==> src/rtl/macro_extract_if.sv <==
// Bus bundle between macro_extract, the distribution BRAM read port, the display buffer and the sequencer.
// The slave modport is the macro_extract side; master is the environment side.
interface macro_extract_if #(
  parameter int HPIXELS = 205,
  parameter int VPIXELS = 154,
  parameter int DW      = 9
) ();
  localparam int BRAM_SIZE = $clog2(HPIXELS * VPIXELS);

  logic                 start_in;
  logic [8:0][DW-1:0]   data_in;
  logic [BRAM_SIZE-1:0] rd_addr_out;
  logic [BRAM_SIZE-1:0] wr_addr_out;
  logic [7:0]           speed_out;
  logic [7:0]           density_out;
  logic                 wr_en_out;
  logic                 busy_out;
  logic                 done;

  modport slave (
    input  start_in, data_in,
    output rd_addr_out, wr_addr_out, speed_out, density_out, wr_en_out, busy_out, done
  );

  modport master (
    output start_in, data_in,
    input  rd_addr_out, wr_addr_out, speed_out, density_out, wr_en_out, busy_out, done
  );
endinterface

==> src/rtl/macro_extract.sv <==
// Raster walk over the lattice: per cell READ(3)/SUM(1)/DIV(N)/WRITE(1), producing speed and density pixels.
// Fixed N+5 cycle period per cell, no backpressure; done pulses one cycle after the last write.
module macro_extract #(
  parameter int HPIXELS   = 205,
  parameter int VPIXELS   = 154,
  parameter int DW        = 9,
  parameter int FRAC      = 8,
  parameter int RHO_SHIFT = 4
) (
  input  logic           clk_in,
  input  logic           rst_in,
  macro_extract_if.slave bus
);
  localparam int BRAM_SIZE = $clog2(HPIXELS * VPIXELS);
  localparam int N   = DW + 3 + FRAC;
  localparam int RW  = DW + 4;
  localparam int PW  = DW + 2;
  localparam int CW  = $clog2(N);
  localparam int HW  = (HPIXELS > 1) ? $clog2(HPIXELS) : 1;
  localparam int VW  = (VPIXELS > 1) ? $clog2(VPIXELS) : 1;

  localparam logic [2:0] S_IDLE   = 3'd0;
  localparam logic [2:0] S_READ   = 3'd1;
  localparam logic [2:0] S_SUM    = 3'd2;
  localparam logic [2:0] S_DIV    = 3'd3;
  localparam logic [2:0] S_WRITE  = 3'd4;
  localparam logic [2:0] S_FINISH = 3'd5;

  logic [2:0]           state;
  logic [CW-1:0]        cnt;
  logic [HW-1:0]        hor;
  logic [VW-1:0]        vert;
  logic [8:0][DW-1:0]   f_q;
  logic [RW-1:0]        rho;
  logic [N-1:0]         num_sh;
  logic [RW-1:0]        rem;
  logic [N-1:0]         quo;
  logic [BRAM_SIZE-1:0] rd_addr_q;
  logic [BRAM_SIZE-1:0] wr_addr_q;
  logic [7:0]           speed_q;
  logic [7:0]           density_q;

  logic [RW-1:0] rho_c;
  logic [PW-1:0] pos_x, neg_x, pos_y, neg_y, abs_x, abs_y;
  logic [DW+2:0] mag;
  logic [N-1:0]  num_c;

  always_comb begin
    rho_c = '0;
    for (int i = 0; i < 9; i++) rho_c = rho_c + RW'(f_q[i]);
    pos_x = PW'(f_q[1]) + PW'(f_q[5]) + PW'(f_q[8]);
    neg_x = PW'(f_q[3]) + PW'(f_q[6]) + PW'(f_q[7]);
    pos_y = PW'(f_q[2]) + PW'(f_q[5]) + PW'(f_q[6]);
    neg_y = PW'(f_q[4]) + PW'(f_q[7]) + PW'(f_q[8]);
    // |mx| and |my| taken directly from the two partial sums, avoiding a signed negate
    abs_x = (pos_x >= neg_x) ? (pos_x - neg_x) : (neg_x - pos_x);
    abs_y = (pos_y >= neg_y) ? (pos_y - neg_y) : (neg_y - pos_y);
    mag   = (DW+3)'(abs_x) + (DW+3)'(abs_y);
    num_c = {mag, {FRAC{1'b0}}};
  end

  logic [RW:0]   rem_sh;
  logic          ge;
  logic [RW:0]   rem_nx;
  logic [N-1:0]  quo_nx;
  logic [RW-1:0] rho_px;
  logic [7:0]    speed_c;
  logic [7:0]    density_c;

  always_comb begin
    rem_sh    = {rem, num_sh[N-1]};
    ge        = (rem_sh >= {1'b0, rho});
    rem_nx    = ge ? (rem_sh - {1'b0, rho}) : rem_sh;
    quo_nx    = {quo[N-2:0], ge};
    rho_px    = rho >> RHO_SHIFT;
    // divide by zero yields all-ones quotient, so zero density forces speed 0
    if (rho == '0)
      speed_c = 8'd0;
    else if (quo_nx > N'(255))
      speed_c = 8'hFF;
    else
      speed_c = quo_nx[7:0];
    density_c = (rho_px > RW'(255)) ? 8'hFF : rho_px[7:0];
  end

  wire last_cell = (hor == HW'(HPIXELS - 1)) && (vert == VW'(VPIXELS - 1));

  always_ff @(posedge clk_in) begin
    if (rst_in) begin
      state     <= S_IDLE;
      cnt       <= '0;
      hor       <= '0;
      vert      <= '0;
      f_q       <= '0;
      rho       <= '0;
      num_sh    <= '0;
      rem       <= '0;
      quo       <= '0;
      rd_addr_q <= '0;
      wr_addr_q <= '0;
      speed_q   <= '0;
      density_q <= '0;
    end else begin
      case (state)
        S_IDLE: begin
          if (bus.start_in) begin
            hor       <= '0;
            vert      <= '0;
            rd_addr_q <= '0;
            cnt       <= '0;
            state     <= S_READ;
          end
        end
        S_READ: begin
          if (cnt == CW'(2)) begin
            f_q   <= bus.data_in;
            cnt   <= '0;
            state <= S_SUM;
          end else begin
            cnt <= cnt + 1'b1;
          end
        end
        S_SUM: begin
          rho    <= rho_c;
          num_sh <= num_c;
          rem    <= '0;
          quo    <= '0;
          cnt    <= '0;
          state  <= S_DIV;
        end
        S_DIV: begin
          rem    <= rem_nx[RW-1:0];
          quo    <= quo_nx;
          num_sh <= {num_sh[N-2:0], 1'b0};
          if (cnt == CW'(N - 1)) begin
            speed_q   <= speed_c;
            density_q <= density_c;
            wr_addr_q <= rd_addr_q;
            cnt       <= '0;
            state     <= S_WRITE;
          end else begin
            cnt <= cnt + 1'b1;
          end
        end
        S_WRITE: begin
          if (last_cell) begin
            state <= S_FINISH;
          end else begin
            if (hor == HW'(HPIXELS - 1)) begin
              hor  <= '0;
              vert <= vert + 1'b1;
            end else begin
              hor <= hor + 1'b1;
            end
            rd_addr_q <= rd_addr_q + 1'b1;
            state     <= S_READ;
          end
        end
        S_FINISH: state <= S_IDLE;
        default:  state <= S_IDLE;
      endcase
    end
  end

  assign bus.rd_addr_out = rd_addr_q;
  assign bus.wr_addr_out = wr_addr_q;
  assign bus.speed_out   = speed_q;
  assign bus.density_out = density_q;
  assign bus.wr_en_out   = (state == S_WRITE);
  assign bus.busy_out    = (state == S_READ) || (state == S_SUM) || (state == S_DIV) || (state == S_WRITE);
  assign bus.done        = (state == S_FINISH);
endmodule

==> src/flat_wrapper.sv <==
// flat-port wrapper written by rule: the top's interface ports become plain ports
module macro_extract_flat 
#(
  parameter int HPIXELS   = 205,
  parameter int VPIXELS   = 154,
  parameter int DW        = 9,
  parameter int FRAC      = 8,
  parameter int RHO_SHIFT = 4
)
  (clk_in, rst_in, bus_start_in, bus_data_in, bus_rd_addr_out, bus_wr_addr_out, bus_speed_out, bus_density_out, bus_wr_en_out, bus_busy_out, bus_done);
  macro_extract_if #(.HPIXELS(HPIXELS), .VPIXELS(VPIXELS), .DW(DW)) bus_i ();
  input  logic clk_in;
  input  logic rst_in;
  input wire logic [$bits(bus_i.start_in)-1:0] bus_start_in;
  input wire logic [$bits(bus_i.data_in)-1:0] bus_data_in;
  output wire logic [$bits(bus_i.rd_addr_out)-1:0] bus_rd_addr_out;
  output wire logic [$bits(bus_i.wr_addr_out)-1:0] bus_wr_addr_out;
  output wire logic [$bits(bus_i.speed_out)-1:0] bus_speed_out;
  output wire logic [$bits(bus_i.density_out)-1:0] bus_density_out;
  output wire logic [$bits(bus_i.wr_en_out)-1:0] bus_wr_en_out;
  output wire logic [$bits(bus_i.busy_out)-1:0] bus_busy_out;
  output wire logic [$bits(bus_i.done)-1:0] bus_done;
  assign bus_i.start_in = bus_start_in;
  assign bus_i.data_in = bus_data_in;
  assign bus_rd_addr_out = bus_i.rd_addr_out;
  assign bus_wr_addr_out = bus_i.wr_addr_out;
  assign bus_speed_out = bus_i.speed_out;
  assign bus_density_out = bus_i.density_out;
  assign bus_wr_en_out = bus_i.wr_en_out;
  assign bus_busy_out = bus_i.busy_out;
  assign bus_done = bus_i.done;
  macro_extract #(.HPIXELS(HPIXELS), .VPIXELS(VPIXELS), .DW(DW), .FRAC(FRAC), .RHO_SHIFT(RHO_SHIFT)) u_core (.clk_in(clk_in), .rst_in(rst_in), .bus(bus_i));
endmodule
==> config.mk <==
export PLATFORM = sky130hd
export DESIGN_NAME = macro_extract_flat
export DESIGN_NICKNAME = d
export VERILOG_FILES = /design/src/rtl/macro_extract_if.sv /design/src/rtl/macro_extract.sv /design/src/flat_wrapper.sv
export SDC_FILE = /design/constraint.sdc
export NUM_CORES = 1
export LEC_CHECK = 0
export CAP_MARGIN = 20
export CORE_MARGIN = 4
export CORE_UTILIZATION = 25
export DETAILED_ROUTE_END_ITERATION = 7
export HOLD_SLACK_MARGIN = 0.1
export SYNTH_ARGS = -nofsm -noshare
export SYNTH_HDL_FRONTEND = slang
export SYNTH_SLANG_ARGS = --single-unit
==> constraint.sdc <==
create_clock -name clk_in -period 7.25 [get_ports clk_in]
set_input_delay 2.175 -clock clk_in [delete_from_list [all_inputs] [get_ports clk_in]]
set_output_delay 2.175 -clock clk_in [all_outputs]
set_load 0.005 [all_outputs]
# == Word-level counts from Yosys, hierarchy flattened ==
# Cells that the tools add are included.
# word_totals
regBits,216
elab_cells,109
output_inout_bits,49
# op_classes
n_addsub,26
eq_ne,14
n_reduce_logical,15
magnitude_cmp,5
muxes,28
# ops
operator,n
$add 13x9->13,7
$mux 8,8
$add 9x9->10,5
$add 11x9->11,4
$sub 11x11->11,4
$pmux 20 s2,1
$pmux 19 s2,1
$pmux 8 s2,2
$mux 15,2
$pmux 15 s2,1
$pmux 13 s2,1
$ge 11x11->1,2
$mux 11,2
$gt 20x8->1 const B,1
$pmux 5 s4,1
$add 8x1->8 const B,2
$eq 8x8->1 const B,2
$add 15x1->15 const B,1
$mux 5,3
$pmux 3 s5,1
$ge 14x13->1,1
$logic_not 13->1,1
$mux 13,1
$sub 13x13->13,1
other kinds (19),33

# == Depth between registers and ports, before layout ==
# Gate-level depths: netlist (run 1).
# depth
depth_word,8
ltp_mapped,30

# == Worst setup path after synthesis (run 1) ==
# Ideal clock, no wire load.
# synth_path
path_kind,flip-flop to flip-flop
start,register u_core.f_q[45] (netlist name)
end,register u_core.num_sh[18]
n_path_buf,1
setup_slack_ns,1.099
arrival_ns,6.058
required_time_ns,7.158
stages_incl_launch_ff,31
path_cell_list,dfxtp_1 > ha_1 > inv_1 > fa_1 > nor2b_1 > o21ai_0 > a21boi_0 > o21ai_0 > nor2b_1 > xnor2_1 > ha_1 > nor2_1 > nor2_1 > o41a_1 > a31o_2 > xor2_1 > ha_1 > and4_1 > and3_1 > a221o_1 > a31oi_1 > buf_4 > mux2i_1 > xnor2_1 > ha_1 > nor2b_1 > o21a_1 > o211a_1 > o311a_1 > o21a_1 > o32ai_1
# synth_via
elab_chain_cells,6
word_cells_on_any_way,14
# synth_lines
element,line,rtl
from (decl),macro_extract.sv:33,logic [8:0][DW-1:0] f_q;
from (signal assigned),macro_extract.sv:116,f_q <= bus.data_in;
$add 9x9->10 (on tied branches),"macro_extract.sv:51, macro_extract.sv:53",
$add 11x9->11 (on tied branches),"macro_extract.sv:51, macro_extract.sv:53",
"$sub 11x11->11, or another cell as far along",macro_extract.sv:56,abs_x = (pos_x >= neg_x) ? (pos_x - neg_x) : (neg_x - pos_x);
$mux 11 (on tied branches),"macro_extract.sv:56, macro_extract.sv:57",
$add 11x11->12 (*),macro_extract.sv:58,mag = (DW+3)'(abs_x) + (DW+3)'(abs_y);
$pmux 20 s2 (*),macro_extract.sv:104,case (state)
to (signal assigned),macro_extract.sv:125,num_sh <= num_c;
to (signal assigned),macro_extract.sv:134,"num_sh <= {num_sh[N-2:0], 1'b0};"
to (decl),macro_extract.sv:35,logic [N-1:0] num_sh;
# Every way passes the cells marked *; elsewhere a longest branch is shown, timed or not. The select of a mux whose other input is x is not followed.
# A chain may end at the register's enable or synchronous reset.

# == Final worst setup path (run 1) ==
# layout_path
start,register u_core.f_q[36] (netlist name)
end,register u_core.num_sh[18]
# layout_via
elab_chain_cells,6
word_cells_on_any_way,8
# layout_lines
element,line,rtl
$add 9x9->10 (*),macro_extract.sv:54,neg_y = PW'(f_q[4]) + PW'(f_q[7]) + PW'(f_q[8]);
$add 11x9->11 (*),macro_extract.sv:54,
$sub 11x11->11 or $ge 11x11->1 (tied branches),macro_extract.sv:57,abs_y = (pos_y >= neg_y) ? (pos_y - neg_y) : (neg_y - pos_y);
$mux 11 (*),macro_extract.sv:57,
$add 11x11->12 (*),macro_extract.sv:58,
$pmux 20 s2 (*),macro_extract.sv:104,
# Marked as above.

==> metrics.txt, run 1 <==
hold crit path type=reg2reg; GRT Total Usage=0.129; Sw Share=0.268; Syn-to-layout area delta=19.3%; drc violations=0; 1st-iter DRT viols=996; post-place setup slack=0.342 ns; syn_area_per_cell=8.03 um2; Final Critical Period=6.77 ns; n_diodes=0; Pleak=7.87 nW; sequential power share=0.397; first-pass GRT wire length=71.9 mm; synth warn=0; clock network fraction of design power=0.460; Initial Util=0.254; final WL=45.0 mm; asr flop ratio synth=0; Root Buffer=clkbuf_16; Syn Nets=2330; hold buffers post-CTS=0; largest net degree at the start of global routing=93; Finished Layout Cells=2965; Final setup viols=0; core area=63400 um2; Seq/Total Area, Yosys=0.259; Max Clock Skew=0.0162 ns; Pwr Density=152 nW/um2; commonest non-fill, non-tap cells in the layout=291 x nand2_1, 208 x dfxtp_1, 197 x a21oi_1, 181 x inv_1, 174 x ha_1; H-tree Lvls=1; DRT antenna net count=0; Top FF cell, synth=dfxtp_1; slowest CP cell=fa_1; WP data required=7.70 ns; Gate Count Post-Synth=2004; vias=13800; clk_lat worst skew=0.55 ns; CP dominant cell by count=ha_1; gp weighted congestion=0.918; sw power=783 uW; RSZ-0062 raised after global routing=false; final period utilization=0.933; TritonCTS clock tree=built; status=completed; Comb power frac=0.143; via/cell ratio=4.66; CTS buffer count=24; Final WS setup=0.483 ns; clock buffer depth=3; antenna violations before repair=0; synthesized flop and latch total=208; max-slew violation count=0; startpoint types=flip-flop; Setup TNS=0 ns; Pint=2.14 mW; delay of the slowest critical-path stage=0.42 ns; post-DR wirelength/cell=15.2 um; proportion of layout cells with a drive suffix above 1=0.0378; Hold Fails Final Rpt=0; Setup CP Type=reg2reg; max_slew headroom=0.320; drt first pass iters=6; fmax=0.148 GHz; Rows=92; vias in the first global route=13400; Post-synth EDFFs=0; Max FO, Critical Path=7; Die Wd=262 um; Max Cap Viol=0; Worst Tran Pin Value=1.02 ns; Worst-path clk slew=0.07 ns; Layout Nets=2427; critical path arrival=7.21 ns; Die Span Y=262 um; Netlist cell types=76; most common cell after layout, fill and taps aside=nand2_1; grt ovf=0; # placed instances=2921; Mapped Area=16100 um2; DPL Wire Length=35.2 mm; CTS sink count=208; Die ar.=68500 um2; # IOs=133; Worst VDD drop=0.127 mV; Critical Path End Type=flip-flop; I/O Buffers=132
## registers in the layout (all words and copies together) (netlist names), 5 cells and up
| signal | cells |
|---|---|
| u_core.bus.wr_addr_out | 15 |
| u_core.quo | 19 |
| u_core.bus.density_out | 8 |
| u_core.rem | 13 |
| u_core.f_q | 81 |
| u_core.cnt | 5 |
| u_core.rho | 13 |
| u_core.vert | 8 |
| u_core.bus.speed_out | 8 |
| u_core.hor | 8 |
| u_core.bus.rd_addr_out | 15 |
| u_core.num_sh | 12 |
## layer usage
metal / global-route usage / vias up / wire length [um]
met3: 0.0206 / 50 / 2300
met1: 0.182 / 6388 / 22000
met2: 0.208 / 284 / 19600
li1: - / 7103 / -
met5: 0 / - / 0
met4: 0.0285 / 0 / 1060
## worst max-delay path, delay by kind of cell, from the launching register on
family                     cells  cell delay [ns]
DFF                            1             0.40
muxes                          1             0.23
adders and majority gates      5             1.64
AOI/OAI and AO/OA             12             2.75
xor gates and xnor gates       3             0.32
buffers and inverters          2             0.26
and+or+nand+nor                6             1.04
## area by class of cell
class / instances / area (um2)
clock buffer: 28 / 656
clock inverter: 16 / 225
fill: 6767 / 44200
inverter: 183 / 687
multi-input combinational: 1541 / 11000
sequential: 208 / 4160
tap: 846 / 1060
timing repair buffer: 143 / 1410
## cell usage after synthesis, types with 6 or more instances
| master | instances | area, um2 |
|---|---|---|
| nand2_1 | 291 | 1090 |
| dfxtp_1 | 208 | 4160 |
| a21oi_1 | 198 | 991 |
| inv_1 | 181 | 679 |
| ha_1 | 174 | 2180 |
| nor2_1 | 135 | 507 |
| o21ai_0 | 83 | 415 |
| xnor2_1 | 71 | 622 |
| fa_1 | 68 | 1360 |
| clkbuf_1 | 63 | 236 |
| xor2_1 | 57 | 499 |
| nor3_1 | 49 | 245 |
| a21o_1 | 31 | 233 |
| nand3_1 | 28 | 140 |
| nor2b_1 | 28 | 175 |
| o21a_1 | 25 | 188 |
| a22oi_1 | 22 | 165 |
| nand2b_1 | 21 | 131 |
| nand4_1 | 19 | 119 |
| o211ai_1 | 19 | 143 |
| and3_1 | 18 | 113 |
| mux2i_1 | 18 | 180 |
| or3_1 | 14 | 87.6 |
| a211oi_1 | 13 | 97.6 |
| a311oi_1 | 11 | 96.3 |
| a31oi_1 | 10 | 62.6 |
| o21bai_1 | 10 | 75.1 |
| a21boi_0 | 9 | 67.6 |
| o21ai_1 | 9 | 45.0 |
| o31ai_1 | 9 | 67.6 |
| a31o_2 | 7 | 61.3 |
| buf_2 | 6 | 30.0 |
## path summary, 6_finish.rpt
check,to,from,slack [ns],cells past startpoint
worst max-delay path,u_core.num_sh[18],u_core.f_q[36],0.48,29
worst min-delay path,u_core.bus.speed_out[6],u_core.bus.speed_out[6],0.45,2
worst max register to register,u_core.num_sh[18],u_core.f_q[36],0.48,29
worst min register to register,u_core.bus.speed_out[6],u_core.bus.speed_out[6],0.45,2
## what timing repair did
action,CTS,global route
endpoints found under the setup margin,0,7
hold endpoints to repair,0,0
gates resized for setup,0,7
buffers inserted,0,0
## through the flow
step                utilization  power [mW]  hold slack [ns]  instance area (um2)
finish                    0.303        2.92            0.452                19200
global route              0.303        3.04            0.471                19200
CTS                       0.302        2.95            0.453                19200
detailed placement        0.288        1.59            0.446                18300
global placement          0.288        1.60            0.437                18300
floorplan                     -        1.46            0.432                16100
## kinds of logic (layout without fill, tap and decap cells)
logic type,after synthesis,count (layout),share of synthesized area
buffers and inverters,255,370,0.0606
muxes,20,20,0.0126
and+or+nand+nor,644,644,0.181
AOI/OAI and AO/OA,507,507,0.198
DFF,208,208,0.259
adders and majority gates,242,242,0.220
xor gates and xnor gates,128,128,0.0696
## power by group through the flow
| stage | combinational [mW] | clock [mW] | sequential, mW |
|---|---|---|---|
| 2_1_floorplan | 0.282 | 0 | 1.18 |
| 3_3_place_gp | 0.412 | 0 | 1.18 |
| 3_5_place_dp | 0.408 | 0 | 1.18 |
| 4_1_cts | 0.412 | 1.38 | 1.16 |
| 5_1_grt | 0.461 | 1.42 | 1.16 |
| 6_report | 0.419 | 1.34 | 1.16 |
(Power assumes the default switching activity.)
==> run 2: changes to the inputs <==
--- a/config.mk
+++ b/config.mk
@@ -7,9 +7,10 @@
 export LEC_CHECK = 0
 export CAP_MARGIN = 20
 export CORE_MARGIN = 4
-export CORE_UTILIZATION = 25
+export CORE_UTILIZATION = 60
 export DETAILED_ROUTE_END_ITERATION = 7
 export HOLD_SLACK_MARGIN = 0.1
+export PLACE_DENSITY = 0.82
 export SYNTH_ARGS = -nofsm -noshare
 export SYNTH_HDL_FRONTEND = slang
 export SYNTH_SLANG_ARGS = --single-unit
==> run 2 against run 1 <==
Critical path depth rose by 1. Design area fell by 3.8%. Highest routed layer is now met5. Largest cell class unchanged. Die area fell by 57%. Register-to-register slack got worse by 0.05 ns. Utilization rose by 40 points. Fmax fell by 0.76%. Power fell by 3.0%. Sequential share of layout area rose by 0.86 points. Hold slack got worse by 0.00077 ns. Wire length fell by 5.7%.
==> metrics.txt, run 2 (synthesized netlist as in run 1, its figures left out) <==
DPL Wire Length=32.8 mm (-6.9%); hold path cells=2 (unchanged); startpoint types=flip-flop; Max Clock Skew=0.00705 ns (-0.00911 ns); final period utilization=0.941 (+0.00717); gp weighted congestion=0.934 (+1.8%); status=completed; Pwr Density=153 nW/um2 (+0.80%); Root Buffer=clkbuf_16; DRT antenna net count=0 (unchanged); Setup TNS=0 ns (unchanged); # IOs=133 (unchanged); core area=26200 um2 (-59%); TritonCTS clock tree=built; slowest CP cell=dfxtp_1; final WL=42.4 mm (-5.7%); Max Cap Viol=0 (unchanged); first-pass GRT wire length=68.4 mm (-4.9%); drt first pass iters=5 (-1); CTS sink count=208 (unchanged); Stages on worst setup path=30 (+3.4%); I/O Buffers=132 (unchanged); Die Span Y=172 um (-34%); family with the most delay on the worst path=compound AO/OA/AOI/OAI gates; Pleak=7.83 nW (-0.49%); clk_lat worst skew=0.53 ns (-0.02 ns); commonest non-fill, non-tap cells in the layout=291 x nand2_1, 208 x dfxtp_1, 198 x a21oi_1, 181 x inv_1, 172 x ha_1; hold crit path type=reg2reg; antenna violations before repair=1 (+1); critical path arrival=7.26 ns (+0.05 ns); Max FO, Critical Path=9 (+2); Worst Tran Pin Value=1.01 ns (-0.0100 ns); most common cell after layout, fill and taps aside=nand2_1; Initial Util=0.614 (+0.361); Final setup viols=0 (unchanged); drc violations=0 (unchanged); via/cell ratio=5.92 (+27%); Largest regs=u_core.f_q x81, u_core.quo x19; clock buffer depth=3 (unchanged); 1st-iter DRT viols=1103 (+11%); max FFs per register=81 (unchanged); fmax=0.147 GHz (-0.76%); n_diodes=0 (unchanged); Layout Nets=2424 (-0.12%); Worst VDD drop=0.152 mV (+19%); grt ovf=0 (unchanged); max_slew headroom=0.324 (+0.00420); Worst-path clk slew=0.06 ns (about the same); Syn-to-layout area delta=14.8%; Die ar.=29500 um2 (-57%); proportion of layout cells with a drive suffix above 1=0.0345 (-0.00324); Die Wd=172 um (-34%); max-slew violation count=0 (unchanged); WP data required=7.69 ns (about the same); Final Critical Period=6.82 ns (+0.0520 ns); vias=14500 (+4.9%); GRT Total Usage=0.282 (+0.154); largest register by flop count=u_core.f_q; hold buffers post-CTS=0 (unchanged); H-tree Lvls=1 (unchanged); Reg2Reg Depth=30 (+3.4%); Pwr Total=2.83 mW (-3.0%); CTS buffer count=23 (-4.2%); Hold Fails Final Rpt=0 (unchanged); delay of the slowest critical-path stage=0.41 ns (about the same); FILL cells=2074 (-69%); Rows=59 (-36%); largest net degree at the start of global routing=89 (-4.3%); Setup CP Type=reg2reg; Critical Path End Type=flip-flop; worst path buffer plus inverter count=2 (unchanged); vias in the first global route=14100 (+5.4%); post-DR wirelength/cell=17.3 um (+14%)
-- run 2: routing by layer --
layer  part of all wire  GRT usage  wire (um)  vias up
met5            0.00031          0         13        -
met4              0.051      0.130       2180        2
met3              0.052     0.0326       2220      114
met2               0.48      0.488      20200      491
met1               0.42      0.354      17800     6798
li1                   -          -          -     7096
-- run 2: worst paths after layout --
check	start	to	slack, ns
worst min-delay path	u_core.bus.wr_addr_out[12]	u_core.bus.wr_addr_out[12]	0.45
worst max register to register	u_core.f_q[36]	u_core.num_sh[18]	0.43
worst min register to register	u_core.bus.wr_addr_out[12]	u_core.bus.wr_addr_out[12]	0.45
worst max-delay path	u_core.f_q[36]	u_core.num_sh[18]	0.43
-- run 2: worst min-delay path, cell delays in order, from the launching register on --
cell	delay, ns
dfxtp_1	0.31
nand2_1	0.05
a21oi_1	0.05
-- run 2: cell type report --
cell class	instances	area, um2	share of cell area
Tap cell	335	419	0.0227
Clock buffer	31	666	0.0360
Clock inverter	11	160	0.00867
Sequential cell	208	4160	0.225
Multi-Input combinational cell	1541	11000	0.595
Timing Repair Buffer	141	1390	0.0754
Inverter	183	687	0.0372
-- run 2: repair_timing --
action | 4_1_cts | 5_1_grt
setup buffers | 0 | 0
hold endpoints to repair | 0 | 0
setup endpoints to repair | 0 | 5
resized for setup | 0 | 8
-- run 2: power by group --
part	switching, mW	internal (mW)
Sequential	0.00762	1.15
Clock	0.500	0.759
Combinational	0.230	0.187
Total	0.738	2.10
-- run 2: through the flow --
stage | utilization | cell area [um2] | hold slack, ns | worst slack, ns | cells
floorplan | - | 16100 | 0.432 | 1.10 | 2004
global placement | 0.672 | 17600 | 0.438 | 0.541 | 2406
detailed placement | 0.672 | 17600 | 0.447 | 0.340 | 2406
CTS | 0.704 | 18400 | 0.454 | 0.285 | 2448
global route | 0.705 | 18500 | 0.469 | -0.0295 | 2450
finish | 0.705 | 18500 | 0.451 | 0.431 | 2450
